<file path="config.mk">
export PLATFORM = sky130hd
export DESIGN_NAME = gpu_alu_sched
export DESIGN_NICKNAME = d
export VERILOG_FILES = /design/src/rtl/gpu_alu_sched.sv
export SDC_FILE = /design/constraint.sdc
export NUM_CORES = 1
export LEC_CHECK = 0
export CAP_MARGIN = 20
export CORE_AREA = 2 2 170 172
export CTS_BUF_LIST = sky130_fd_sc_hd__clkbuf_4 sky130_fd_sc_hd__clkbuf_8
export CTS_CLUSTER_DIAMETER = 100
export CTS_CLUSTER_SIZE = 20
export DETAILED_ROUTE_END_ITERATION = 8
export DIE_AREA = 0 0 172 174
export PLACE_DENSITY_LB_ADDON = 0.2
export SLEW_MARGIN = 20
export SYNTH_ARGS = -nofsm -noshare
export SYNTH_HDL_FRONTEND = slang
export SYNTH_SLANG_ARGS = --single-unit
</file>
<file path="constraint.sdc">
create_clock -name clk -period 4.9 [get_ports clk]
set_input_delay 0.98 -clock clk [delete_from_list [all_inputs] [get_ports clk]]
set_output_delay 0.98 -clock clk [all_outputs]
set_load 0.01 [all_outputs]
</file>
<file path="src/rtl/gpu_alu_sched.sv">
// Round-robin scheduler time-sharing one combinational ALU among NUM_REQ requesters.
// One op in flight: accept (IDLE) -> drive ALU for an opcode-dependent count (EXEC) -> return (RESP).
module gpu_alu_sched #(
   parameter int NUM_REQ    = 4,
   parameter int DATA_W     = 32,
   parameter int OPC_W      = 6,
   parameter int MUL_CYCLES = 2,
   parameter int DIV_CYCLES = 8
) (
   input  logic                      clk,
   input  logic                      rst,
   input  logic [NUM_REQ-1:0]        req_valid,
   output logic [NUM_REQ-1:0]        req_ready,
   input  logic [NUM_REQ*OPC_W-1:0]  req_opc,
   input  logic [NUM_REQ*DATA_W-1:0] req_in1,
   input  logic [NUM_REQ*DATA_W-1:0] req_in2,
   output logic [NUM_REQ-1:0]        resp_valid,
   input  logic [NUM_REQ-1:0]        resp_ready,
   output logic [DATA_W-1:0]         resp_data,
   output logic [3:0]                resp_flags,
   output logic                      resp_err,
   output logic [OPC_W-1:0]          alu_opc,
   output logic [DATA_W-1:0]         alu_in1,
   output logic [DATA_W-1:0]         alu_in2,
   input  logic [DATA_W-1:0]         alu_out,
   input  logic [3:0]                alu_flags,
   output logic                      busy
);

   localparam int GW    = $clog2(NUM_REQ);
   localparam int MAX_L = (MUL_CYCLES > DIV_CYCLES) ? MUL_CYCLES : DIV_CYCLES;
   localparam int CNT_W = (MAX_L > 1) ? $clog2(MAX_L) : 1;

   localparam logic [OPC_W-1:0] OPC_MUL = OPC_W'(2);
   localparam logic [OPC_W-1:0] OPC_DIV = OPC_W'(3);
   localparam logic [OPC_W-1:0] OPC_MAX = OPC_W'(13);

   typedef enum logic [1:0] {
      IDLE = 2'd0,
      EXEC = 2'd1,
      RESP = 2'd2
   } state_t;

   state_t              state_reg, state_next;
   logic [GW-1:0]       last_grant_reg, last_grant_next;
   logic [GW-1:0]       grant_reg, grant_next;
   logic [OPC_W-1:0]    opc_reg, opc_next;
   logic [DATA_W-1:0]   in1_reg, in1_next;
   logic [DATA_W-1:0]   in2_reg, in2_next;
   logic [CNT_W-1:0]    cnt_reg, cnt_next;
   logic [DATA_W-1:0]   data_reg, data_next;
   logic [3:0]          flags_reg, flags_next;
   logic                err_reg, err_next;

   logic [GW-1:0]       scan_idx;
   logic [GW-1:0]       grant_idx;
   logic                grant_found;
   logic [OPC_W-1:0]    sel_opc;

   // EXEC cycles minus one; every legal opcode other than mul/div is single-cycle.
   function automatic logic [CNT_W-1:0] lat_m1(input logic [OPC_W-1:0] o);
      if (o == OPC_MUL)
         return CNT_W'(MUL_CYCLES - 1);
      else if (o == OPC_DIV)
         return CNT_W'(DIV_CYCLES - 1);
      else
         return '0;
   endfunction

   // Round-robin scan starting just after the last grant, wrapping at NUM_REQ.
   always_comb begin
      scan_idx    = last_grant_reg;
      grant_idx   = '0;
      grant_found = 1'b0;
      for (int off = 0; off < NUM_REQ; off++) begin
         scan_idx = (scan_idx == GW'(NUM_REQ - 1)) ? '0 : scan_idx + 1'b1;
         if (!grant_found && req_valid[scan_idx]) begin
            grant_found = 1'b1;
            grant_idx   = scan_idx;
         end
      end
   end

   assign sel_opc = req_opc[grant_idx*OPC_W +: OPC_W];

   genvar gi;
   generate
      for (gi = 0; gi < NUM_REQ; gi++) begin : g_onehot
         assign req_ready[gi]  = (state_reg == IDLE) && grant_found && (grant_idx == GW'(gi));
         assign resp_valid[gi] = (state_reg == RESP) && (grant_reg == GW'(gi));
      end
   endgenerate

   assign busy       = (state_reg != IDLE);
   assign alu_opc    = opc_reg;
   assign alu_in1    = in1_reg;
   assign alu_in2    = in2_reg;
   assign resp_data  = data_reg;
   assign resp_flags = flags_reg;
   assign resp_err   = err_reg;

   always_comb begin
      state_next      = state_reg;
      last_grant_next = last_grant_reg;
      grant_next      = grant_reg;
      opc_next        = opc_reg;
      in1_next        = in1_reg;
      in2_next        = in2_reg;
      cnt_next        = cnt_reg;
      data_next       = data_reg;
      flags_next      = flags_reg;
      err_next        = err_reg;
      case (state_reg)
         IDLE: begin
            if (grant_found) begin
               grant_next      = grant_idx;
               last_grant_next = grant_idx;
               opc_next        = sel_opc;
               in1_next        = req_in1[grant_idx*DATA_W +: DATA_W];
               in2_next        = req_in2[grant_idx*DATA_W +: DATA_W];
               cnt_next        = lat_m1(sel_opc);
               if (sel_opc > OPC_MAX) begin
                  // Illegal op never touches the ALU result.
                  data_next  = '0;
                  flags_next = 4'b0000;
                  err_next   = 1'b1;
                  state_next = RESP;
               end else begin
                  state_next = EXEC;
               end
            end
         end
         EXEC: begin
            if (cnt_reg == '0) begin
               if (opc_reg == OPC_DIV && in2_reg == '0) begin
                  data_next  = '1;
                  flags_next = 4'b0000;
                  err_next   = 1'b1;
               end else begin
                  data_next  = alu_out;
                  flags_next = alu_flags;
                  err_next   = 1'b0;
               end
               state_next = RESP;
            end else begin
               cnt_next = cnt_reg - 1'b1;
            end
         end
         RESP: begin
            if (resp_ready[grant_reg])
               state_next = IDLE;
         end
         default: state_next = IDLE;
      endcase
   end

   always_ff @(posedge clk or posedge rst) begin
      if (rst) begin
         state_reg      <= IDLE;
         last_grant_reg <= GW'(NUM_REQ - 1);
         grant_reg      <= '0;
         opc_reg        <= '0;
         in1_reg        <= '0;
         in2_reg        <= '0;
         cnt_reg        <= '0;
         data_reg       <= '0;
         flags_reg      <= 4'b0000;
         err_reg        <= 1'b0;
      end else begin
         state_reg      <= state_next;
         last_grant_reg <= last_grant_next;
         grant_reg      <= grant_next;
         opc_reg        <= opc_next;
         in1_reg        <= in1_next;
         in2_reg        <= in2_next;
         cnt_reg        <= cnt_next;
         data_reg       <= data_next;
         flags_reg      <= flags_next;
         err_reg        <= err_next;
      end
   end

endmodule

</file>
==> reports/metrics.cfg, run 1 <==
[cts]
clock_sinks=116
post-cts-setup-buffers=0
tritoncts.num_buffers=17
clockRootBuffer=sky130_fd_sc_hd__clkbuf_8
clk_pin_slew_ns=0.07
worstSkewPairLatency_ns=0.43
max_h_tree_level=4
tritoncts_clock_tree=done
cts_buffer_depth=2
ctsResizeCount=0
cts_hold_repair.buffers=0

[global_route]
grtUsageMet3_pct=5.97
grt-ovfl-total=0
grt_use_met1_pct=22.7
top_usage_layer=met2
first_global_vias=7780
grt_first_pass_wirelength_um=44200
grt_usage_pct=19.3
maximum_number_of_pins_on_one_net_before_global_route_repair=78
met2_usage_pct=32.6
antenna_violations_before_repair=2

[synth]
post_synth_main_area_contributors=sky130_fd_sc_hd__dfrtp_1 40%, sky130_fd_sc_hd__nand2_1 22%, sky130_fd_sc_hd__o21ai_0 12%
share_of_the_synthesized_area_in_the_top_cell_type_pct=40.0
leading_area_contributor_after_synthesis=sky130_fd_sc_hd__dfrtp_1
synthesis.nets=1338
synth_area_um2=7130
yosysMostFrequentCell=sky130_fd_sc_hd__nand2_1
synth_seq_cells=116
synth.top_cells.by_count=409 x sky130_fd_sc_hd__nand2_1, 166 x sky130_fd_sc_hd__o21ai_0, 114 x sky130_fd_sc_hd__dfrtp_1
post_synth.cell_area_avg_um2=7.07
yosysWarnings=0
synth_sequential_area_ratio_pct=40.7
synth_cell_type_count=49
synth_top_flop_cell=sky130_fd_sc_hd__dfrtp_1
synth_edf_count=0
postSynth.asyncResetShare_pct=100
synthCells=1009

[worst_setup_path]
crit_chain=clkdlybuf4s50_1 > or3b_1 > a311o_1 > nand2_1 > and3_4 > nand2_1 > nor3_1 > clkdlybuf4s50_1
worst_ep_arrival_time_ns=3.60
cp_data_required_time_ns=3.92
family_with_the_most_delay_on_the_worst_path=buffers and inverters
slowest_stage_cell_on_the_critical_path=sky130_fd_sc_hd__clkdlybuf4s50_1
end_kind=output port
timing.setup.critical_path_class=input pin to output port
timing.critical_path.slowest_cell_delay_ns=0.60
crit_buf_inv=2
start_kind=input pin
path_max_fanout=7

[floorplanning]
floorplan.die.width_um=172
boundaryPins=442
row_cnt=62
die_height_um=174
core_um2=28200
area_of_the_die_um2=29900
initial_core_util_pct=25.3

[cells_and_area]
finalCoreUtilization_pct=43.4
design.final.nets=1738
layout-area-overhead-vs-synth_pct=71.8
drive_gt1_share_pct=6.61
fill_cells=2924
n_antenna_cell=0

[power]
leakage_nw=5.26
worst_ir_drop_vdd_mv=0.537
power.density_cell_area_nw_per_um2=659

[route]
first_iter_violations=328
wirelength_um=30000
via_to_cell_ratio=4.54
route.detailed.drc=0
routed-via-count=8207
drt_first_pass_iters=5
final_antenna_net_count=0
avgRoutedWirePerCell_um=16.6

[sta]
worst_slew_margin_rel_pct=26.8
tns_ns=0
layout_min_cycle_time_ns=4.58
layout_worst_path_cycle_share_pct=93.4
finalHoldViolations=0
timing.fmax_ghz=0.219
setup_violations=0
timing.final.max_slew_violations=0
tightestPinTransition_ns=1.10
setup_repair_after_global_routing_missed_its_margin=false
finClkSkew_ns=0.0129

[flow_run]
drv.max_cap_violation_count=0

[placed_design]
hpwlAfterDp_um=23100
numPortBuffers=441
gp_routability_congestion=0.876

[run_status]
result_of_the_run=finished clean

[worst_hold_path]
min_delay_path_class=flop to flop

[final cells by class]
class	instances	area, um^2	area share, %
well taps	384	480	3.92
multi-input cells	779	3790	31.0
clock buffers	17	234	1.91
clock inverters	15	159	1.30
inverters	41	156	1.28
repair buffers	454	4520	36.9
flip-flops and latches	116	2910	23.7
[cells in the final DEF (no fill, tap or decap), drive strengths merged, types with 7 or more instances in the layout]
cell	netlist	layout
and2	9	9
clkbuf	64	17
a21oi	7	7
nor4	9	9
nor2	15	15
dfrtp	114	114
buf	9	13
nand3	69	69
o21ai	196	196
nand2	409	409
inv	41	43
clkdlybuf4s50	0	441
[through the flow]
step                      hold slack [ns]  cell area [um^2]  worst slack [ns]  instances  power [mW]
after detailed placement            0.470             11900             0.294       1774        7.28
final                               0.483             12300             0.324       1806        8.08
after CTS                           0.487             12300             0.289       1806        8.22
after global placement              0.460             11900             0.309       1774        7.22
after global routing                0.507             12300             0.136       1806        8.88
after floorplan                     0.484              7130             0.848       1009        5.07
[worst reg2reg max path: stages (launching register included)]
cell and delay [ns]:
sky130_fd_sc_hd__dfstp_2 0.63, sky130_fd_sc_hd__ha_1 0.34, sky130_fd_sc_hd__and2_1 0.23, sky130_fd_sc_hd__a311o_1 0.35, sky130_fd_sc_hd__nand2_1 0.21, sky130_fd_sc_hd__and3_4 0.24
sky130_fd_sc_hd__buf_4 0.16, sky130_fd_sc_hd__mux4_2 0.56, sky130_fd_sc_hd__and4_4 0.24, sky130_fd_sc_hd__o31a_4 0.53, sky130_fd_sc_hd__o21ai_0 0.27
[per-layer routing]
layer	vias to the layer above	part of all wire, %
li1	4141	-
met1	3692	40
met2	319	48
met3	51	8.3
met4	4	3.3
met5	-	0.10
[cell families after synthesis]
family / count (synthesis) / synth area share [%]
simple gates: 539 / 31.5
compound gates: 229 / 19.1
flops: 116 / 40.7
buf+inv: 114 / 6.54
mux: 7 / 1.56
fa+ha+maj: 3 / 0.526
xor+xnor: 1 / 0.123
[worst paths after layout]
kind / startpoint / slack (ns) / depth (start not counted) / to
setup / recovery: req_valid[2] / 0.32 / 8 / req_ready[1]
max in group asynchronous: rst / 3.04 / 3 / last_grant_reg[1]
min in group asynchronous: rst / 1.01 / 2 / alu_in2[11]
hold / removal: alu_in1[25] / 0.48 / 2 / alu_in1[25]
setup reg to reg: last_grant_reg[0] / 1.08 / 10 / resp_data[15]
hold reg to reg: alu_in1[25] / 0.48 / 2 / alu_in1[25]
[power by group]
group	switching, mW	leakage [nW]	internal (mW)
Combinational	3.12	3.61	2.23
Clock	0.457	0.186	0.455
Sequential	0.351	1.46	1.47
Power figures use the tool's default switching activity.
==> run 2: changes to the inputs <==
--- a/config.mk
+++ b/config.mk
@@ -6,13 +6,13 @@
 export NUM_CORES = 1
 export LEC_CHECK = 0
 export CAP_MARGIN = 20
-export CORE_AREA = 2 2 170 172
-export CTS_BUF_LIST = sky130_fd_sc_hd__clkbuf_4 sky130_fd_sc_hd__clkbuf_8
+export CORE_AREA = 2 2 172 174
 export CTS_CLUSTER_DIAMETER = 100
 export CTS_CLUSTER_SIZE = 20
 export DETAILED_ROUTE_END_ITERATION = 8
-export DIE_AREA = 0 0 172 174
+export DIE_AREA = 0 0 174 176
 export PLACE_DENSITY_LB_ADDON = 0.2
+export SETUP_SLACK_MARGIN = 0.2
 export SLEW_MARGIN = 20
 export SYNTH_ARGS = -nofsm -noshare
 export SYNTH_HDL_FRONTEND = slang
==> constraint.sdc (replaced) <==
create_clock -name clk -period 4.9 [get_ports clk]
set_input_delay 0.98 -clock clk [delete_from_list [all_inputs] [get_ports clk]]
set_output_delay 0.98 -clock clk [all_outputs]
set_load 0.005 [all_outputs]
==> run 2 against run 1 <==
  * Clock skew decreased by 0.0018 ns
  * Cell area increased by 2.1%
  * Non-clock buffer count increased by 2
  * Die area increased by 2.3%
  * Core utilization increased by 0.41 points
  * Combinational power decreased by 3%
  * Final cell count increased by 0.22%
  * Register-to-register slack got worse by 0.14 ns
==> reports/metrics.cfg, run 2 (synthesis gave the netlist of run 1 again) <==
[cts]
tritoncts_clock_tree=done
tritoncts.num_buffers=17  ; unchanged
cts_buffer_depth=2  ; unchanged
worstSkewPairLatency_ns=0.41  ; -0.02 ns
cts_hold_repair.buffers=0  ; unchanged
post-cts-setup-buffers=0  ; unchanged
clock_sinks=116  ; unchanged
clockRootBuffer=sky130_fd_sc_hd__clkbuf_16
clk_pin_slew_ns=0.06  ; about the same
max_h_tree_level=4  ; unchanged

[global_route]
grt_usage_pct=19.2  ; -0.067 points
first_global_vias=7943  ; +2.1%
grt-ovfl-total=0  ; unchanged
maximum_number_of_pins_on_one_net_before_global_route_repair=87  ; +12%
grt_first_pass_wirelength_um=45400  ; +2.6%
antenna_violations_before_repair=2  ; unchanged

[worst_setup_path]
start_kind=input pin
crit_chain=clkdlybuf4s50_1 > and2_1 > or3_1 > a221oi_1 > nor2_4 > buf_4 > nor2_1 > clkdlybuf4s50_1
worst_ep_arrival_time_ns=3.57  ; -0.03 ns
critical-path-top-cell-by-count=sky130_fd_sc_hd__clkdlybuf4s50_1
cp_data_required_time_ns=3.92  ; about the same
crit_start=req_valid[3]
timing.setup.critical_path_class=input pin to output port
crit_buf_inv=3  ; +1
family_with_the_most_delay_on_the_worst_path=buffers and inverters
end_kind=output port
timing.critical_path.slowest_cell_delay_ns=0.58  ; -0.02 ns
slowest_stage_cell_on_the_critical_path=sky130_fd_sc_hd__a221oi_1
path_max_fanout=17  ; +10
start_of_the_worst_register_to_register_path=last_grant_reg[0]

[power]
pwr-share-clk_pct=15.7  ; +4.4 points
leakage_nw=5.39  ; +2.5%
sequentialPowerShare_pct=21.9  ; -0.6 points
total_power_mw=8.32  ; +3.0%
net-switching-power_mw=3.78  ; -3.7%
netSwitchingFraction_pct=45.5  ; -3.2 points
power_frac_comb_pct=62.4  ; -3.8 points
worst_ir_drop_vdd_mv=0.482  ; -10%
power.internal_mw=4.54  ; +9.3%
power.density_cell_area_nw_per_um2=665  ; +0.88%

[cells_and_area]
design.final.nets=1740  ; +0.12%
layout_common_cells=440 x sky130_fd_sc_hd__clkdlybuf4s50_1, 408 x sky130_fd_sc_hd__nand2_1, 166 x sky130_fd_sc_hd__o21ai_0
final_cells=1810  ; +0.22%
drive_gt1_share_pct=6.88  ; +0.27 points
final_common_cell=sky130_fd_sc_hd__clkdlybuf4s50_1
layout-area-overhead-vs-synth_pct=75.4

[route]
drt_first_pass_iters=6  ; +1
final_antenna_net_count=0  ; unchanged
via_to_cell_ratio=4.52  ; -0.49%
routed-via-count=8185  ; -0.27%
wirelength_um=30300  ; +0.93%
route.detailed.drc=0  ; unchanged
avgRoutedWirePerCell_um=16.7  ; +0.71%
first_iter_violations=314  ; -4.3%

[placed_design]
dpl_worst_slack_ns=0.167  ; -0.128 ns
hpwlAfterDp_um=23600  ; +2.1%
numPortBuffers=441  ; unchanged
numPlacedInstances=1776  ; +0.11%
gp_routability_congestion=0.848  ; -3.3%

[sta]
worst_hold_slack_ns=0.475  ; -0.00750 ns
worst_slew_margin_rel_pct=43.0  ; +16 points
setup_violations=0  ; unchanged
tightestPinTransition_ns=0.843  ; -0.255 ns
timing.fmax_ghz=0.220  ; +0.51%
setup_repair_after_global_routing_missed_its_margin=false
finalHoldViolations=0  ; unchanged
layout_worst_path_cycle_share_pct=92.9  ; -0.47 points
timing.final.max_slew_violations=0  ; unchanged
postLayoutSetupSlackWorst_ns=0.347  ; +0.0232 ns
tns_ns=0  ; unchanged
finClkSkew_ns=0.0111  ; -0.00177 ns
layout_min_cycle_time_ns=4.55  ; -0.0232 ns

[worst_hold_path]
hold_path_startpoint=alu_in1[17]
min_delay_path_class=flop to flop

[floorplanning]
core_um2=28500  ; +1.1%
die_height_um=176  ; +1.1%
boundaryPins=442  ; unchanged
row_cnt=62  ; unchanged
floorplan.die.width_um=174  ; +1.2%
initial_core_util_pct=25.0  ; -0.27 points
area_of_the_die_um2=30600  ; +2.3%

[run_status]
result_of_the_run=finished clean

[flow_run]
drv.max_cap_violation_count=0  ; unchanged

[run 2: cell types whose count changed in the layout (fill, tap and decap cells not counted), sizes merged]
cell           previous run  this run
clkinvlp                  5         2
buf                      13        15
diode                     0         2
bufinv                    2         3
clkbuf                   17        18
clkdlybuf4s50           441       440
dlymetal6s2s              0         1
inv                      43        44
[run 2: worst paths after layout]
check,end,slack [ns],depth (start not counted)
worst max-delay path,req_ready[3],0.35,8
max in group asynchronous,alu_in2[5],3.06,3
worst min register to register,alu_in1[17],0.48,2
worst max register to register,resp_data[15],0.94,10
worst min-delay path,alu_in1[17],0.48,2
min in group asynchronous,alu_in2[12],1.00,2
[run 2: power groups by stage]
stage,combinational [mW],clock [mW],sequential (mW)
2_1_floorplan,3.10,0,1.79
3_3_place_gp,5.24,0,1.82
3_5_place_dp,5.29,0,1.84
4_1_cts,5.30,1.35,1.83
5_1_grt,5.83,1.39,1.89
6_report,5.19,1.31,1.82
[run 2: per-layer routing]
| layer | vias up | GRT usage [%] | share of wire [%] |
|---|---|---|---|
| met4 | 0 | 7.60 | 3.4 |
| met3 | 48 | 5.75 | 7.2 |
| li1 | 4144 | - | - |
| met1 | 3675 | 21.7 | 39 |
| met2 | 318 | 34.1 | 50 |
| met5 | - | 0 | 0 |
[run 2: timing repair]
item / in CTS / in global routing
pin swaps: 0 / 0
resized for setup: 1 / 2
endpoints found under the setup margin: 1 / 2
[run 2: area by class of cell]
cell class	instances	area (um^2)
fill	2982	16000
timing repair buffer	456	4540
antenna	2	5.00
inverter	41	156
sequential	116	2910
clock buffer	18	439
clock inverter	14	176
multi-input combinational	779	3800
tap	384	480
[run 2: through the flow]
stage / cell area, um^2 / util (%)
finish: 12500 / 43.8
global route: 12500 / 43.8
CTS: 12500 / 43.8
detailed placement: 11900 / 41.6
global placement: 11900 / 41.6
floorplan: 7130 / -
[run 2: worst min-delay path, stage by stage (launching register included)]
cell	delay [ns]
sky130_fd_sc_hd__dfrtp_1	0.34
sky130_fd_sc_hd__nand2_1	0.04
sky130_fd_sc_hd__o21ai_0	0.06
